$ cat src/rtl/fetch_ctrl.sv
// Fetch-stage controller: branch resolution in decode, PC redirect/flush, and I-cache miss stall.
// Optional performance counters are built when FETCH_CTRL_PERF_EN is defined.
module fetch_ctrl (
    input  logic        clk,
    input  logic        rst,
    input  logic        is_branch,
    input  logic        actual_taken,
    input  logic [15:0] actual_target,
    input  logic [1:0]  IF_ID_prediction,
    input  logic [15:0] IF_ID_predicted_target,
    input  logic [15:0] IF_ID_PC_next,
    input  logic        hazard_stall,
    input  logic        icache_miss,
    input  logic        icache_ready,
    output logic        pc_en,
    output logic        IF_flush,
    output logic        wen_BTB,
    output logic        wen_BHT,
    output logic        update_PC,
    output logic [15:0] redirect_target,
    output logic [1:0]  state,
    output logic [15:0] branch_count,
    output logic [15:0] mispredict_count
);

    typedef enum logic [1:0] {
        RUN     = 2'b00,
        MISS    = 2'b01,
        FLUSH   = 2'b10,
        ILLEGAL = 2'b11
    } state_t;

    state_t state_q, state_d;
    logic   resolve, mispredicted, miscomputed;

    // Handshake: pc_en=1 means PC and IF/ID latch on this edge; a redirect
    // (update_PC) always carries IF_flush in the same cycle.
    always_comb begin
        state_d         = state_q;
        state           = state_q;
        pc_en           = 1'b0;
        IF_flush        = 1'b0;
        wen_BTB         = 1'b0;
        wen_BHT         = 1'b0;
        update_PC       = 1'b0;
        redirect_target = 16'h0000;
        resolve         = 1'b0;
        mispredicted    = (IF_ID_prediction[1] != actual_taken);
        miscomputed     = (IF_ID_predicted_target != actual_target);
        if (rst) begin
            state_d  = RUN;
            state    = RUN;
            pc_en    = 1'b1;
            IF_flush = 1'b1;
        end else begin
            case (state_q)
                RUN: begin
                    resolve   = is_branch & ~hazard_stall;
                    pc_en     = ~hazard_stall;
                    wen_BHT   = resolve & mispredicted;
                    wen_BTB   = resolve & (actual_taken | miscomputed);
                    update_PC = resolve & (mispredicted | (actual_taken & miscomputed));
                    if (update_PC) begin
                        // Redirect wins over a coincident miss: that fetch was wrong-path.
                        IF_flush        = 1'b1;
                        redirect_target = actual_taken ? actual_target : IF_ID_PC_next;
                        state_d         = FLUSH;
                    end else if (icache_miss) begin
                        state_d = MISS;
                    end
                end
                MISS: begin
                    pc_en = icache_ready;
                    if (icache_ready) state_d = RUN;
                end
                FLUSH: begin
                    pc_en    = 1'b1;
                    IF_flush = 1'b1;
                    state_d  = RUN;
                end
                default: state_d = RUN;
            endcase
        end
    end

    always_ff @(posedge clk) begin
        if (rst) state_q <= RUN;
        else     state_q <= state_d;
    end

`ifdef FETCH_CTRL_PERF_EN
    logic [15:0] branch_q, mispredict_q;

    always_ff @(posedge clk) begin
        if (rst) begin
            branch_q     <= 16'h0000;
            mispredict_q <= 16'h0000;
        end else begin
            if (resolve && branch_q != 16'hFFFF)
                branch_q <= branch_q + 16'h0001;
            if (update_PC && mispredict_q != 16'hFFFF)
                mispredict_q <= mispredict_q + 16'h0001;
        end
    end

    assign branch_count     = branch_q;
    assign mispredict_count = mispredict_q;
`else
    assign branch_count     = 16'h0000;
    assign mispredict_count = 16'h0000;
`endif

endmodule

$ cat config.mk
export PLATFORM = sky130hd
export DESIGN_NAME = fetch_ctrl
export DESIGN_NICKNAME = d
export VERILOG_FILES = /design/src/rtl/fetch_ctrl.sv
export SDC_FILE = /design/constraint.sdc
export NUM_CORES = 1
export LEC_CHECK = 0
export BUFFER_PORTS_ARGS = -buffer_cell sky130_fd_sc_hd__buf_4
export CAP_MARGIN = 15
export CORE_UTILIZATION = 34
export CTS_BUF_LIST = sky130_fd_sc_hd__clkbuf_4
export CTS_CLUSTER_SIZE = 8
export DETAILED_ROUTE_END_ITERATION = 7
export PLACE_DENSITY = 0.94
export SLEW_MARGIN = 20
export SYNTH_ARGS = -nofsm -noshare
export SYNTH_HDL_FRONTEND = slang
export SYNTH_SLANG_ARGS = --single-unit
export TNS_END_PERCENT = 30
$ cat constraint.sdc
create_clock -name clk -period 1.6 [get_ports clk]
set_input_delay 0.16 -clock clk [delete_from_list [all_inputs] [get_ports clk]]
set_output_delay 0.16 -clock clk [all_outputs]
set_load 0.01 [all_outputs]
==> flow_summary.json <==
{
  "outcome": "finished with violations",
  "violations": "negative setup slack",
  "dr.pass1.iters": 4,
  "start_kind": "input port",
  "root_buffer": "clkbuf_4",
  "hp-class": "in2reg",
  "fin_crit_ps": 1660,
  "largest_reg_flops": 2,
  "placed_cell_area_mm2": 0.00143,
  "fp.dieW_um": 54.8,
  "skew_ps": 1.45,
  "cp-startpoint": "IF_ID_predicted_target[9]",
  "r2r-start": "state_q[1]",
  "dieHeight_um": 54.8,
  "synthTopCellsByCount": "buf_4 (34), a211oi_1 (16), mux2i_1 (16), xnor2_1 (16), nor2_1 (5)",
  "regMostFlops": "state_q",
  "yosys.area_share.simple_pct": 12.7,
  "synth_compound_area_share_pct": 19.8,
  "crit_type": "in2out",
  "synthXorXnorAreaFrac_pct": 14.8,
  "port_buffers": 78,
  "gp_congestion": 0.639,
  "stdcell_count": 231,
  "post_synth_fa_ha_maj_area_fraction_pct": 0,
  "fin_area_mm2": 0.00166,
  "clk_pin_slew_ps": 30,
  "htree_levels": 1,
  "antenna_left": 0,
  "maxCapViolations": 0,
  "drt_iter0_markers": 10,
  "insertion_delay_ps": 220,
  "synthCells": 120,
  "coreArea_mm2": 0.00254,
  "grt_pass1_wl_mm": 3.71,
  "async_reset_ff_share_pct": 0,
  "p_leak_nw": 0.844,
  "post-place-cells": 223,
  "ys_types": 25,
  "wirelength_mm": 3.15,
  "rows": 18,
  "ys_ff_latch": 2,
  "diodes": 0,
  "fin_ws_ps": -55.8,
  "nFillCells": 222,
  "critPathRequiredTime_ps": 1440,
  "cp.arrival_ps": 1500,
  "grt_pass1_vias": 882,
  "slew_viol_final": 0,
  "reg2regPathDepth": 4,
  "synth_top_area_share_pct": 26.9,
  "area.growth.synth_to_final_pct": 74.9,
  "cp_cell_sequence": "buf_4 > xnor2_1 > nand4_1 > nor4_4 > buf_6 > a211oi_2 > buf_4",
  "initial_core_util_pct": 37.2,
  "rsz0062_at_grt": "yes",
  "ys.flop_type": "dfxtp_1",
  "slowest_delay_ps": 430,
  "seqCellArea_um2": 40.0,
  "worstPathMaxFanout": 8,
  "relSlewSlack_pct": 43.8,
  "end_kind": "output port",
  "antenna_found_initial": 0,
  "cts_hold_buf": 0,
  "vias_per_cell": 4.68,
  "syn_avg_cell_area_um2": 7.89,
  "synthTopCellsByArea": "buf_4 (27%), mux2i_1 (17%), xnor2_1 (15%)",
  "numClockSinks": 2,
  "finalCritPeriodShare_pct": 103,
  "regToRegEndpoint": "state_q[0]",
  "ys.warnings.count": 0,
  "drive_above_1_share_pct": 53.7,
  "overflow": 0,
  "netlist_area_um2": 947,
  "via_count": 1081,
  "synth_top_family_by_area": "buffers and inverters",
  "path_common_cell": "buf_4",
  "synth-seq-area-share_pct": 4.23,
  "yosysTopAreaCell": "buf_4",
  "yosysMostFrequentCell": "buf_4",
  "tightestPinTransition_ps": 843,
  "grt_use_total_pct": 17.6,
  "crit_end": "redirect_target[7]",
  "pwr_density_cell_mw_per_mm2": 331,
  "synth_edf_count": 0,
  "fin_tns_setup_ps": -518,
  "clockBufferDepth": 2,
  "wl_per_cell_um": 13.6,
  "cts_tree": "done",
  "setup_violations": 19,
  "critPathSlowestCell": "nor4_4",
  "ios": 112,
  "nNetsFinal": 260,
  "cts_inserted_buffers": 3,
  "dp_worst_setup_slack_ps": -43.9,
  "multi_input_area_um2": 835,
  "top_regs": "state_q x2",
  "fmaxAchievable_ghz": 0.604,
  "r2r_setup_slack_ps": 450,
  "synthMuxAreaShare_pct": 16.9,
  "fin_util_pct": 65.1,
  "ir_worst_vdd_mv": 0.258,
  "grt_max_degree": 22,
  "drc": 0,
  "finalHoldViolCount": 0,
  "fp.dieArea_mm2": 0.00300,
  "dp_hpwl_mm": 2.23
}
## worst min path at each step
stage / startpoint / endpoint / cells past startpoint
after global placement: rst / state[1] / 3
after CTS: icache_miss / state_q[0] / 4
after global routing: icache_miss / state_q[0] / 4
final: icache_miss / state_q[0] / 4
after detailed placement: rst / state[1] / 3
after floorplan: rst / state[0] / 1
## metrics by stage
step                      total power [mW]  hold WS [ps]
after floorplan                      0.281           363
after global routing                 0.590           433
final                                0.548           407
after global placement               0.379           597
after CTS                            0.531           400
after detailed placement             0.384           598
## logic make-up (layout without fill, tap and decap cells)
logic type,count (synthesis),count (layout)
AOI/OAI and AO/OA,26,26
xor gates and xnor gates,16,16
buffers and inverters,42,92
DFF,2,2
muxes,16,16
other,1,32
and+or+nand+nor,17,17
## where the power goes
part / internal [mW] / switching, mW
clock: 0.0828 / 0.0288
sequential: 0.0533 / 0.00336
combinational: 0.209 / 0.171
total: 0.345 / 0.203
## placed cells by master (no fill, tap or decap), types with 3 or more instances in the layout
master / n
a211oi_2: 5
nand2b_1: 3
xnor2_2: 8
conb_1: 32
a21oi_1: 4
nand4_1: 4
xnor2_1: 7
buf_6: 10
mux2i_1: 16
buf_4: 73
clkbuf_4: 3
inv_1: 3
a211oi_1: 11
nor2_1: 4
## worst max-delay path: cells and delay by family
family                 cells  cell delay (ps)
AO/OA/AOI/OAI              1               90
AND/OR/NAND/NOR            2              600
XOR/XNOR                   1              140
buffers and inverters      3              500
## area by class of cell
type	count	area share [%]
Tap cell	30	2.27
Clock buffer	3	1.36
Inverter	3	0.680
Sequential cell	2	2.42
Multi-Input combinational cell	107	50.4
Timing Repair Buffer	86	42.9
## per-layer routing
metal,vias to the layer above,global-route usage [%],part of all wire [%]
met5,-,0,0
met4,0,7.69,1.3
met3,6,2.78,11
met2,59,37.6,57
met1,490,15.3,31
li1,526,-,-
## timing repair
item | in CTS | in global routing
resized for setup | 17 | 14
setup endpoints to repair | 19 | 19
pin swaps | 9 | 8
cloned | 1 | 0
endpoints found under the hold margin | 0 | 0
setup buffers | 4 | 0
Power figures use the tool's default switching activity.
